File: config.mk
export PLATFORM = sky130hd
export DESIGN_NAME = fleet_march_ctrl
export DESIGN_NICKNAME = d
export VERILOG_FILES = /design/src/rtl/fleet_pkg.sv /design/src/rtl/fleet_col_scan.sv /design/src/rtl/fleet_march_ctrl.sv
export SDC_FILE = /design/constraint.sdc
export NUM_CORES = 1
export LEC_CHECK = 0
export CAP_MARGIN = 15
export CORE_MARGIN = 5
export CORE_UTILIZATION = 64
export CTS_CLUSTER_DIAMETER = 100
export DETAILED_ROUTE_END_ITERATION = 16
export GPL_TIMING_DRIVEN = 1
export PLACE_DENSITY = 0.88
export SLEW_MARGIN = 20
export SYNTH_ARGS = -nofsm -noshare
export SYNTH_HDL_FRONTEND = slang
export SYNTH_HIERARCHICAL = 1
export SYNTH_SLANG_ARGS = --single-unit
File: constraint.sdc
create_clock -name clk_i -period 9.4 [get_ports clk_i]
set_clock_uncertainty 0.1 [all_clocks]
set_input_delay 1.88 -clock clk_i [delete_from_list [all_inputs] [get_ports clk_i]]
set_output_delay 1.88 -clock clk_i [all_outputs]
set_load 0.01 [all_outputs]
File: src/rtl/fleet_pkg.sv
// Shared types and widths for the enemy fleet formation controller.
package fleet_pkg;
  localparam int PIX_W  = 10;
  localparam int EDGE_W = 11;

  typedef enum logic [2:0] {
    IDLE,
    MARCH,
    DROP,
    LANDED,
    CLEARED
  } fleet_state_e;
endpackage

File: src/rtl/fleet_col_scan.sv
// Column scanner: lowest/highest alive column and the first alive column at or
// after a rotating pointer (wrapping), all combinational.
module fleet_col_scan #(
  parameter int cols_p = 8
) (
  input  logic [cols_p-1:0]         alive,
  input  logic [$clog2(cols_p)-1:0] ptr,
  output logic [$clog2(cols_p)-1:0] lo,
  output logic [$clog2(cols_p)-1:0] hi,
  output logic [$clog2(cols_p)-1:0] rr_col,
  output logic                      rr_found
);
  localparam int CW = $clog2(cols_p);

  logic [CW-1:0] idx;

  always_comb begin
    lo       = '0;
    hi       = '0;
    rr_col   = ptr;
    rr_found = 1'b0;
    idx      = '0;
    for (int c = cols_p - 1; c >= 0; c--) if (alive[c]) lo = CW'(c);
    for (int c = 0; c < cols_p; c++) if (alive[c]) hi = CW'(c);
    // Scan backwards so the nearest column after ptr wins; the add wraps mod cols_p.
    for (int k = cols_p - 1; k >= 0; k--) begin
      idx = ptr + CW'(k);
      if (alive[idx]) begin
        rr_col   = idx;
        rr_found = 1'b1;
      end
    end
  end
endmodule

File: src/rtl/fleet_march_ctrl.sv
// Enemy fleet formation controller: march/bounce/drop timing, landing and clear
// detection, round-robin fire scheduling. Optional FLEET_SPEEDUP_EN scales step period with live columns.
module fleet_march_ctrl
  import fleet_pkg::*;
#(
  parameter int cols_p            = 8,
  parameter int col_pitch_p       = 60,
  parameter int ship_w_p          = 40,
  parameter int left_start_p      = 9,
  parameter int top_start_p       = 9,
  parameter int screen_w_p        = 640,
  parameter int step_px_p         = 10,
  parameter int drop_px_p         = 10,
  parameter int land_y_p          = 440,
  parameter int frames_per_step_p = 30,
  parameter int fire_gap_p        = 90
) (
  input  logic                      clk_i,
  input  logic                      reset_ni,
  input  logic                      start_i,
  input  logic                      frame_i,
  input  logic [cols_p-1:0]         col_alive_i,
  input  logic [9:0]                bot_off_i,
  output logic [9:0]                x_o,
  output logic [9:0]                y_o,
  output logic                      dir_right_o,
  output logic                      step_o,
  output logic                      fire_valid_o,
  output logic [$clog2(cols_p)-1:0] fire_col_o,
  input  logic                      fire_ready_i,
  output logic                      landed_o,
  output logic                      cleared_o,
  output logic                      active_o
);
  localparam int CW = $clog2(cols_p);
  localparam int FW = $clog2(frames_per_step_p + 1);
  localparam int GW = $clog2(fire_gap_p + 1);
  localparam logic [GW-1:0] GAP_LAST = GW'(fire_gap_p - 1);

  fleet_state_e state_q, state_d;
  logic [PIX_W-1:0]  x_q, y_q;
  logic              dir_q, step_q, pend_q;
  logic [FW-1:0]     fc_q, step_last;
  logic [GW-1:0]     gap_q;
  logic [CW-1:0]     ptr_q, col_q, lo, hi, rr_col;
  logic              rr_found;
  logic [EDGE_W-1:0] left_edge, right_edge;
  logic              active, landing, clear, run, restart, tick, bounce;

  fleet_col_scan #(.cols_p(cols_p)) u_scan (
    .alive    (col_alive_i),
    .ptr      (ptr_q),
    .lo       (lo),
    .hi       (hi),
    .rr_col   (rr_col),
    .rr_found (rr_found)
  );

  assign active     = (state_q == MARCH) || (state_q == DROP);
  assign landing    = ({1'b0, y_q} + {1'b0, bot_off_i}) >= EDGE_W'(land_y_p);
  assign clear      = (col_alive_i == '0);
  assign run        = active && !landing && !clear;
  assign restart    = !active && start_i;
  assign tick       = run && frame_i && (fc_q == step_last);
  assign left_edge  = {1'b0, x_q} + EDGE_W'(lo) * EDGE_W'(col_pitch_p);
  assign right_edge = {1'b0, x_q} + EDGE_W'(hi) * EDGE_W'(col_pitch_p) + EDGE_W'(ship_w_p);
  assign bounce     = dir_q ? (right_edge + EDGE_W'(step_px_p) > EDGE_W'(screen_w_p))
                            : (left_edge < EDGE_W'(step_px_p));

`ifdef FLEET_SPEEDUP_EN
  logic [FW-1:0] period_q, period_d;
  int unsigned   alive_n, period_calc;

  always_comb begin
    alive_n = 0;
    for (int c = 0; c < cols_p; c++) if (col_alive_i[c]) alive_n = alive_n + 1;
    period_calc = ($unsigned(frames_per_step_p) * alive_n) / $unsigned(cols_p);
    if (period_calc == 0) period_calc = 1;
    period_d = FW'(period_calc);
  end

  always_ff @(posedge clk_i or negedge reset_ni) begin
    if (!reset_ni)    period_q <= FW'(frames_per_step_p);
    else if (restart) period_q <= FW'(frames_per_step_p);
    else if (tick)    period_q <= period_d;
  end

  assign step_last = period_q - FW'(1);
`else
  assign step_last = FW'(frames_per_step_p - 1);
`endif

  always_ff @(posedge clk_i or negedge reset_ni) begin
    if (!reset_ni) state_q <= IDLE;
    else           state_q <= state_d;
  end

  // Landing outranks clear, and both outrank the step tick.
  always_comb begin
    state_d = state_q;
    case (state_q)
      IDLE, LANDED, CLEARED: if (start_i) state_d = MARCH;
      MARCH: begin
        if (landing)             state_d = LANDED;
        else if (clear)          state_d = CLEARED;
        else if (tick && bounce) state_d = DROP;
      end
      DROP: begin
        if (landing)    state_d = LANDED;
        else if (clear) state_d = CLEARED;
        else if (tick)  state_d = MARCH;
      end
      default: state_d = IDLE;
    endcase
  end

  always_ff @(posedge clk_i or negedge reset_ni) begin
    if (!reset_ni) begin
      x_q    <= PIX_W'(left_start_p);
      y_q    <= PIX_W'(top_start_p);
      dir_q  <= 1'b1;
      step_q <= 1'b0;
      fc_q   <= '0;
      gap_q  <= '0;
      ptr_q  <= '0;
      pend_q <= 1'b0;
      col_q  <= '0;
    end else begin
      step_q <= 1'b0;
      if (restart) begin
        x_q    <= PIX_W'(left_start_p);
        y_q    <= PIX_W'(top_start_p);
        dir_q  <= 1'b1;
        fc_q   <= '0;
        gap_q  <= '0;
        ptr_q  <= '0;
        pend_q <= 1'b0;
      end else if (run) begin
        if (frame_i) fc_q <= tick ? '0 : fc_q + FW'(1);
        if (tick && state_q == DROP) begin
          y_q    <= y_q + PIX_W'(drop_px_p);
          dir_q  <= !dir_q;
          step_q <= 1'b1;
        end else if (tick && !bounce) begin
          x_q    <= dir_q ? x_q + PIX_W'(step_px_p) : x_q - PIX_W'(step_px_p);
          step_q <= 1'b1;
        end
        // Gap saturates at its threshold; a pending request keeps its column even if it dies.
        if (pend_q && fire_ready_i) begin
          pend_q <= 1'b0;
          ptr_q  <= col_q + CW'(1);
          gap_q  <= '0;
        end else begin
          if (frame_i && gap_q < GAP_LAST) gap_q <= gap_q + GW'(1);
          if (!pend_q && gap_q >= GAP_LAST && rr_found) begin
            pend_q <= 1'b1;
            col_q  <= rr_col;
          end
        end
      end else begin
        pend_q <= 1'b0;
      end
    end
  end

  always_comb begin
    x_o          = x_q;
    y_o          = y_q;
    dir_right_o  = dir_q;
    step_o       = step_q;
    fire_valid_o = pend_q && active;
    fire_col_o   = col_q;
    landed_o     = (state_q == LANDED);
    cleared_o    = (state_q == CLEARED);
    active_o     = active;
  end
endmodule

==> out/results.tsv <==
stage	metric	value	unit
status	status	completed	
logic_synthesis	syn-instance-count	597	
timing	whs	0.417	ns
job	drv_cap	0	
logic_synthesis	synth-seq-cells	43	
floorplanning	core_area	0.00809	mm²
critical_path	cp.required	9.54	ns
floorplanning	die_x	101	µm
finish	drive_above_1_share	9.02	%
timing	fin_crit_sh	78.5	%
placement	hpwl	9870	µm
clock_network	post_cts_buffers	0	
timing	finalHoldViolCount	0	
finish	diodes	0	
grt	grt_pass1_vias	4750	
clock_network	clk_latency	0.30	ns
clock_network	holdBufCountCts	0	
critical_path	worstPathArrival	7.52	ns
clock_network	cts.sinks	43	
pwr	p_leak	2.56	nW
clock_network	cts_buffer_depth	2	
finish	layout_commonest_cell	ha_1	
timing	rsz0062_at_grt	no	
pwr	p_int	0.000456	W
route	wl_per_cell	17.4	µm
floorplanning	initial_utilization	64.8	%
floorplanning	ioPinCount	52	
route	wl	12800	µm
floorplanning	die_area	0.0101	mm²
pwr	ir_worst_vdd	81.1	µV
pwr	pwr-share-clk	14.3	%
clock_network	cts_buffers	5	
logic_synthesis	synth_area	0.00525	mm²
logic_synthesis	ys_warn_count	6	
logic_synthesis	syn-num-nets	689	
route	drcViolationCount	0	
clock_network	ctsResizeCount	0	
logic_synthesis	synthFlopType	dfrtp_1	
critical_path	setup.worst_path.end_class	register	
clock_network	clk_pin_slew	0.08	ns
critical_path	critPathLaunchType	primary input	
placement	routabilityCongestion	0.900	
timing	slew_viol_final	0	
floorplanning	rows	33	
clock_network	cts_tree	built	
finish	nFillCells	616	
grt	grt_max_degree	44	
pwr	switching_share	43.7	%
logic_synthesis	syn_avg_cell_area	8.79	µm²
timing	tightest_slew	0.737	ns
floorplanning	die_y	101	µm
finish	final_nets	723	
pwr	power.density	138	mW/mm²
logic_synthesis	synth-async-reset-ratio	100	%
clock_network	cts-htree-levels	2	
logic_synthesis	ys_seq_area_share	20.6	%
finish	final_cell_mix	ha_1 (59), nor2_1 (50), clkdlybuf4s50_1 (50), inv_1 (39), dfrtp_1 (39)	
logic_synthesis	synthDistinctLibCells	76	
clock_network	root_buffer	clkbuf_8	
pwr	power_frac_seq	28.1	%
timing	period_needed	7.38	ns
route	drt_iter0_markers	483	
logic_synthesis	synthTopCellsByArea	dfrtp_1 (19%), ha_1 (14%), mux4_2 (4.3%)	
route	antenna_left	0	
critical_path	critical_path.max_fanout	11	
logic_synthesis	synth_top_area_share	18.6	%
pwr	p_comb_share	57.6	%
logic_synthesis	synth_edf_count	0	
grt	antenna_found_initial	0	
timing	max_freq	135	MHz
route	drt_pre_antenna_iters	5	
route	viasPerCell	6.60	
route	vias	4864	
grt	overflow	0	
grt	grt_usage	25.9	%
placement	portBuffers	51	
critical_path	path_class	primary input to register	
timing	slew_headroom	50.9	%
pwr	switchingPower	0.000354	W
timing	setup_viol	0	
min_path	hold_class	register to register	
grt	grt_pass1_wl	21900	µm
finish	area_delta_synth_final	11.8	%
timing	setup_tns	0	ns
logic_synthesis	yosys.area.top_type	dfrtp_1	
cell usage after synthesis (all sizes together), types with 5 or more instances:
cell type   n
or2         6
a22o        7
nor3       10
o21ai      35
a21o       10
o21a        8
nand3      13
nor4       10
clkbuf     19
nand4       8
nand2b     11
buf         8
nor4b       6
xnor2      22
o2bb2ai     5
dfrtp      39
a21oi      34
and2        5
o211ai      9
nor2       50
mux2i      22
fa         10
inv        40
nor2b      11
mux4       11
a211oi      8
ha         59
and3        5
nand2      34
mux2       13
state kept, by name (all words and copies together), names as in the netlist:
name / cells
ptr_q: 3
fc_q: 5
step_o: 1
x_o: 10
dir_right_o: 1
gap_q: 7
y_o: 9
state_q: 3
pend_q: 1
fire_col_o: 3
final cells by class:
class / count / area, µm² / share of cell area, %
multi-input cells: 487 / 3880 / 66.1
flip-flops and latches: 43 / 1080 / 18.4
repair buffers: 54 / 541 / 9.22
inverters: 40 / 150 / 2.56
well taps: 105 / 131 / 2.24
clock buffers: 5 / 68.8 / 1.17
clock inverters: 3 / 15.0 / 0.256
worst max-delay path: stages:
cell and delay [ns]:
clkdlybuf4s50_1 0.68, nor2_1 0.12, o31ai_1 0.52, fa_1 0.58
ha_1 0.26, fa_1 0.48, inv_1 0.04, ha_1 0.27
inv_1 0.04, ha_1 0.37, or4b_1 0.52, a311oi_1 0.32
o41ai_1 0.16, a21o_1 0.20, or4_4 0.46, or4b_1 0.52
nand3_1 0.09
routing by layer:
layer | wire length, µm | track usage (%)
met1 | 5590 | 35.1
met2 | 6320 | 44.1
met3 | 688 | 2.08
met4 | 239 | 8.19
met5 | 0 | 0
worst paths after layout:
kind	to	slack, ns	depth (start not counted)	startpoint
setup / recovery	x_o[9]$_DFFE_PN0P_	2.02	17	col_alive_i[3]
hold / removal	ptr_q[0]$_DFFE_PN0P_	0.42	1	fire_col_o[0]$_DFFE_PN0P_
setup reg to reg	x_o[9]$_DFFE_PN0P_	5.36	11	x_o[0]$_DFFE_PN1P_
hold reg to reg	ptr_q[0]$_DFFE_PN0P_	0.42	1	fire_col_o[0]$_DFFE_PN0P_
max in group asynchronous	y_o[3]$_DFFE_PN1P_	7.32	2	reset_ni
min in group asynchronous	y_o[1]$_DFFE_PN0P_	1.35	1	reset_ni
metrics by stage:
step           total power, W  instance area (µm²)  cells  setup slack (ns)  utilization, %
6_report             0.000810                 5860    737              2.02            72.4
5_1_grt              0.000875                 5860    737              1.73            72.4
4_1_cts              0.000801                 5840    736              2.07            72.2
3_5_place_dp         0.000686                 5760    728              1.74            71.2
3_3_place_gp         0.000667                 5760    728              2.00            71.2
2_1_floorplan        0.000582                 5250    597              2.58               -
power by group through the flow:
stage	Sequential [W]	Combinational, W	Clock, W
after floorplan	0.000215	0.000367	0
after global placement	0.000230	0.000437	0
after detailed placement	0.000231	0.000454	0
after CTS	0.000228	0.000456	0.000116
after global routing	0.000232	0.000519	0.000124
final	0.000228	0.000467	0.000116
kinds of logic (layout without fill, tap and decap cells):
logic type | count (synthesis) | count (layout) | synth area share (%)
xor gates and xnor gates | 26 | 26 | 4.34
muxes | 46 | 46 | 11.9
buffers and inverters | 67 | 102 | 5.51
AOI/OAI and AO/OA | 159 | 159 | 20.8
and+or+nand+nor | 187 | 187 | 19.0
adders and majority gates | 69 | 69 | 17.9
DFF | 43 | 43 | 20.6
No activity file was read; power rests on OpenSTA's default activity.
